`src/rtl/core_wakeup_pkg.sv`:
```
// Shared types and helpers for the core reset-release / interrupt-sync block.
// Holds the FSM encoding, default parameters and delay/width helpers.
package core_wakeup_pkg;

   typedef enum logic [1:0] {
      SRAM_WAIT = 2'd0,
      WAKE_WAIT = 2'd1,
      RUN       = 2'd2,
      SOFT_RST  = 2'd3
   } wake_state_e;

   localparam int unsigned DefNrIrq         = 2;
   localparam int unsigned DefSyncStages    = 2;
   localparam int unsigned DefWakeCntWidth  = 8;
   localparam int unsigned DefWakeMode      = 0;
   localparam int unsigned DefSoftRstCycles = 16;

   // Number of cycles spent in SRAM_WAIT before the core may run.
   function automatic int unsigned wake_delay(input int unsigned wake_cnt_width);
      return 32'd1 << (wake_cnt_width - 1);
   endfunction

   // The single counter serves both the wake delay and the soft-reset hold.
   function automatic int unsigned cnt_width(input int unsigned wake_cnt_width,
                                             input int unsigned soft_rst_cycles);
      int unsigned soft_w;
      soft_w = $clog2(soft_rst_cycles) + 1;
      return (wake_cnt_width > soft_w) ? wake_cnt_width : soft_w;
   endfunction

endpackage

```
`src/rtl/core_wakeup_sync_sync_stages.sv`:
```
// Single-bit synchroniser chain with asynchronous active-high clear to 0.
module sync_stages #(
   parameter int unsigned Depth = 2
) (
   input  logic clk_i,
   input  logic rst_i,
   input  logic d_i,
   output logic q_o
);

   logic [Depth-1:0] chain_d;
   logic [Depth-1:0] chain_q;

   always_comb begin
      chain_d = {chain_q[Depth-2:0], d_i};
   end

   always_ff @(posedge clk_i or posedge rst_i) begin
      if (rst_i) begin
         chain_q <= '0;
      end else begin
         chain_q <= chain_d;
      end
   end

   assign q_o = chain_q[Depth-1];

endmodule

```
`src/rtl/core_wakeup_sync.sv`:
```
// Core reset release after an SRAM-init delay (optionally gated by a wake message),
// software core re-reset, and interrupt synchronisers masked while the core is in reset.
module core_wakeup_sync
   import core_wakeup_pkg::*;
#(
   parameter int unsigned NrIrq         = DefNrIrq,
   parameter int unsigned SyncStages    = DefSyncStages,
   parameter int unsigned WakeCntWidth  = DefWakeCntWidth,
   parameter int unsigned WakeMode      = DefWakeMode,
   parameter int unsigned SoftRstCycles = DefSoftRstCycles
) (
   input  logic             clk_i,
   input  logic             rst_i,
   input  logic [NrIrq-1:0] irq_i,
   input  logic             ipi_i,
   input  logic             time_irq_i,
   input  logic             debug_req_i,
   input  logic             wake_i,
   input  logic             soft_rst_req_i,
   output logic             core_rst_no,
   output logic [NrIrq-1:0] irq_o,
   output logic             ipi_o,
   output logic             time_irq_o,
   output logic             debug_req_o,
   output logic [1:0]       state_o
);

   localparam int unsigned CntW      = cnt_width(WakeCntWidth, SoftRstCycles);
   localparam int unsigned WakeDelay = wake_delay(WakeCntWidth);
   localparam logic [CntW-1:0] WakeLast = CntW'(WakeDelay - 1);
   localparam logic [CntW-1:0] SoftLast = CntW'(SoftRstCycles - 1);
   localparam int unsigned NrLines   = NrIrq + 3;

   wake_state_e     state_d, state_q;
   logic [CntW-1:0] cnt_d, cnt_q;
   logic            wake_seen_d, wake_seen_q;
   logic            run;

   always_comb begin
      state_d     = state_q;
      cnt_d       = cnt_q;
      wake_seen_d = wake_seen_q | wake_i;
      unique case (state_q)
         SRAM_WAIT: begin
            cnt_d = cnt_q + CntW'(1);
            if (cnt_q == WakeLast) begin
               cnt_d = '0;
               if ((WakeMode == 0) || wake_seen_q) begin
                  state_d = RUN;
               end else begin
                  state_d = WAKE_WAIT;
               end
            end
         end
         WAKE_WAIT: begin
            if (wake_seen_q) begin
               state_d = RUN;
            end
         end
         RUN: begin
            if (soft_rst_req_i) begin
               state_d = SOFT_RST;
               cnt_d   = '0;
            end
         end
         SOFT_RST: begin
            cnt_d = cnt_q + CntW'(1);
            if (cnt_q == SoftLast) begin
               cnt_d   = '0;
               state_d = RUN;
            end
         end
         default: begin
            state_d = SRAM_WAIT;
            cnt_d   = '0;
         end
      endcase
   end

   always_ff @(posedge clk_i or posedge rst_i) begin
      if (rst_i) begin
         state_q     <= SRAM_WAIT;
         cnt_q       <= '0;
         wake_seen_q <= 1'b0;
      end else begin
         state_q     <= state_d;
         cnt_q       <= cnt_d;
         wake_seen_q <= wake_seen_d;
      end
   end

   assign run     = (state_q == RUN);
   assign state_o = state_q;

   // Core reset: both edges of a soft reset lag the state change by SyncStages.
   sync_stages #(.Depth(SyncStages)) u_run_sync (
      .clk_i (clk_i),
      .rst_i (rst_i),
      .d_i   (run),
      .q_o   (core_rst_no)
   );

   logic [NrLines-1:0] line_in;
   logic [NrLines-1:0] line_sync;

   assign line_in = {debug_req_i, time_irq_i, ipi_i, irq_i};

   for (genvar g = 0; g < NrLines; g++) begin : g_line_sync
      sync_stages #(.Depth(SyncStages)) u_line_sync (
         .clk_i (clk_i),
         .rst_i (rst_i),
         .d_i   (line_in[g]),
         .q_o   (line_sync[g])
      );
   end

   // Interrupts are held low whenever the core itself is held in reset.
   assign irq_o       = line_sync[NrIrq-1:0] & {NrIrq{core_rst_no}};
   assign ipi_o       = line_sync[NrIrq]     & core_rst_no;
   assign time_irq_o  = line_sync[NrIrq+1]   & core_rst_no;
   assign debug_req_o = line_sync[NrIrq+2]   & core_rst_no;

endmodule

```
`config.mk`:
```
export PLATFORM = sky130hd
export DESIGN_NAME = core_wakeup_sync
export DESIGN_NICKNAME = d
export VERILOG_FILES = /design/src/rtl/core_wakeup_pkg.sv /design/src/rtl/core_wakeup_sync_sync_stages.sv /design/src/rtl/core_wakeup_sync.sv
export SDC_FILE = /design/constraint.sdc
export NUM_CORES = 1
export LEC_CHECK = 0
export ABC_CLOCK_PERIOD_IN_PS = 1700
export BUFFER_PORTS_ARGS = -buffer_cell sky130_fd_sc_hd__buf_2
export CORE_ASPECT_RATIO = 0.75
export CORE_UTILIZATION = 50
export DETAILED_ROUTE_END_ITERATION = 7
export GPL_TIMING_DRIVEN = 0
export PLACE_DENSITY = 0.79
export SYNTH_ARGS = -nofsm -noshare
export SYNTH_HDL_FRONTEND = slang
export SYNTH_SLANG_ARGS = --single-unit
export TNS_END_PERCENT = 20
```
`constraint.sdc`:
```
create_clock -name clk_i -period 1.7 [get_ports clk_i]
set_input_delay 0.34 -clock clk_i [delete_from_list [all_inputs] [get_ports clk_i]]
set_output_delay 0.34 -clock clk_i [all_outputs]
set_load 0.1 [all_outputs]
```
==> results_dict.tcl <==
set metrics [dict create \
    outcome "complete, but fails checks" \
    violations "negative setup slack" \
    final_cell_mix "dfrtp_1, buf_2, nor2_1, nand3_1, a21oi_1" \
    synth_seq_area_share_pct 57.50 \
    place.gp.congestion 0.8502 \
    cts_hold_buffers 0 \
    power_density_mw_per_mm2 1551 \
    io_buffer_count 16 \
    synth_warnings 0 \
    vias 714 \
    insertion_delay_ps 300 \
    wire_per_inst_um 14.58 \
    slowest_stage "dfrtp_4" \
    grt_use_met3_pct 7.778 \
    worstMarginPinSlew_ps 841.0 \
    antenna_found_initial 0 \
    start_util_pct 55.44 \
    layout_commonest_cell "dfrtp_1" \
    power_frac_comb_pct 44.8 \
    regArea_um2 583.1 \
    fin_worst_skew_ps 1.162 \
    clock_path_buffers 2 \
    final_nets 118 \
    multi_input_area_um2 410.4 \
    area_growth_pct 17.12 \
    first_iter_violations 16 \
    ios 17 \
    syn-num-nets 97 \
    rsz0062_at_grt "yes" \
    grt-ovfl-total 0 \
    fin_crit_sh_pct 100.1 \
    synth_top_area_cell "dfrtp_1" \
    crit_chain "nor3b_4 > or3b_1 > or4_1 > a21oi_1" \
    synth_top_area_share_pct 57.50 \
    power.leakage_nw 0.5351 \
    internal_power_mw 0.9947 \
    die-area_mm2 0.002187 \
    synth_area_mm2 0.001001 \
    dp_slack_ps -210.1 \
    drc 0 \
    finalPower_mw 1.818 \
    crit_path_start_kind "flip-flop" \
    diodes 0 \
    finalMaxSlewViolations 0 \
    drive_gt1_share_pct 36.45 \
    pwr-share-seq_pct 41.9 \
    ant_nets 0 \
    finalWirelength_mm 1.881 \
    max_freq_mhz 587.9 \
    r2r_slack_ps -0.9 \
    dr.pass1.iters 4 \
    synth_area_leaders "dfrtp_1, a21oi_1, buf_6" \
    cap_violations 0 \
    cp-end-kind "flip-flop" \
    cts_max_level 1 \
    grt_use_met1_pct 26.64 \
    grt_pass1_wl_mm 2.967 \
    switching_share_pct 45.29 \
    fin_crit_ps 1701 \
    core_mm2 0.001805 \
    clockPowerShare_pct 13.3 \
    setup_viol 1 \
    cts_made_buffers 3 \
    power_switching_mw 0.8233 \
    grtUsageTotal_pct 20.99 \
    post_cts_buffers 0 \
    fin_ws_ps -0.8655 \
    crit_family "simple AND/OR/NAND/NOR gates" \
    critical_path.max_stage_delay_ps 500 \
    nFillCells 137 \
    hpwl_mm 1.335 \
    cts_sinks 23 \
    syn_inst 87 \
    fp-row-count 13 \
    cts_root_buffer "clkbuf_4" \
    grt_max_degree 24 \
    grt_pass1_vias 641 \
    path_max_fanout 6 \
    grt_most_used_layer "met2" \
    slew_headroom_pct 43.87 \
    avgSynthCellArea_um2 11.51 \
    cts_tree "done" \
    worstPathArrival_ps 1940 \
    die_h_um 40.75 \
    ir_drop_uv 1262 \
    via_per_inst 5.535 \
    crit_required_ps 1940 \
    die_w_um 53.67 \
    crit_buf_inv 0 \
    path_class "flip-flop to flip-flop" \
    ys_ff_latch 23 \
    synth_cell_types 30 \
    grt_util_met2_pct 32.41 \
    clk_pin_slew_ps 120 \
    hold_path_class "input pin to flip-flop" \
    hold_viol 0 \
]
-- state kept, by name, indices dropped and copies added, names as in the netlist --
| signal | flops |
|---|---|
| wake_seen_q | 1 |
| state_o | 2 |
| g_line_sync.u_line_sync.chain_q | 10 |
| u_run_sync.chain_q | 2 |
| cnt_q | 8 |
-- cell type report --
class | instances | share of cell area (%)
clock inverter | 1 | 0.4269
inverter | 2 | 0.6403
buffer | 3 | 2.882
tap | 22 | 2.348
multi-input combinational | 59 | 35.01
clock buffer | 3 | 1.921
sequential | 23 | 49.73
timing repair buffer | 16 | 7.044
-- Yosys cell counts (all sizes together) --
| cell | instances |
|---|---|
| a21oi | 7 |
| a2bb2oi | 1 |
| and2 | 5 |
| and3 | 1 |
| and4b | 1 |
| buf | 3 |
| dfrtp | 23 |
| ha | 1 |
| inv | 2 |
| mux4 | 1 |
| nand2 | 5 |
| nand3 | 6 |
| nand4 | 1 |
| nand4b | 1 |
| nor2 | 8 |
| nor2b | 2 |
| nor3 | 3 |
| nor3b | 1 |
| nor4b | 1 |
| o21ai | 3 |
| o221ai | 1 |
| o311ai | 1 |
| o31a | 1 |
| o31ai | 1 |
| o32ai | 1 |
| or2 | 1 |
| or3b | 1 |
| or4 | 1 |
| xnor2 | 3 |
-- stage by stage --
stage,utilization (%),TNS (ps),hold WS (ps),instances,area [um^2]
global route,64.93,-112.1,99.84,129,1172
finish,64.93,-0.8655,132.2,129,1172
CTS,64.38,-2.361,122.3,129,1162
global placement,62.09,-607.6,331.7,125,1121
floorplan,-,-191.3,331.1,87,1013
detailed placement,62.09,-1023,335.5,125,1121
-- power groups by stage --
stage	Clock [mW]	Sequential [mW]	Combinational, mW
4_1_cts	0.253	0.759	0.804
3_3_place_gp	0	0.754	0.761
3_5_place_dp	0	0.763	0.790
6_report	0.241	0.762	0.815
2_1_floorplan	0	0.858	0.542
5_1_grt	0.279	0.783	0.873
-- cell families (layout without fill, tap and decap cells) --
kind of cell | after synthesis | after routing | synth area share (%)
buffers and inverters | 5 | 25 | 4.125
flip-flops | 23 | 23 | 57.50
multiplexers | 1 | 1 | 2.250
adder cells (fa/ha/maj) | 1 | 1 | 1.250
XOR/XNOR | 3 | 3 | 2.625
AND/OR/NAND/NOR | 38 | 38 | 22.00
AO/OA/AOI/OAI | 16 | 16 | 10.25
-- final timing paths --
path	startpoint	endpoint	cells after the start
setup / recovery	state_o[1]	cnt_q[7]	4
hold / removal	irq_i[1]	g_line_sync[1].u_line_sync.chain_q[0]	1
setup reg to reg	state_o[1]	cnt_q[7]	4
hold reg to reg	g_line_sync[1].u_line_sync.chain_q[0]	g_line_sync[1].u_line_sync.chain_q[1]	0
max in group asynchronous	rst_i	state_o[1]	2
min in group asynchronous	rst_i	cnt_q[3]	2
-- timing repair --
item                                    4_1_cts  5_1_grt
endpoints found under the setup margin        6        7
resized for setup                             4        2
pin swaps                                     1        0
-- per-layer routing --
| metal | wire [um] | up-vias |
|---|---|---|
| met2 | 873 | 18 |
| li1 | - | 353 |
| met3 | 95 | 4 |
| met4 | 35 | 0 |
| met1 | 876 | 339 |
| met5 | 0 | - |
(Power assumes the default switching activity.)
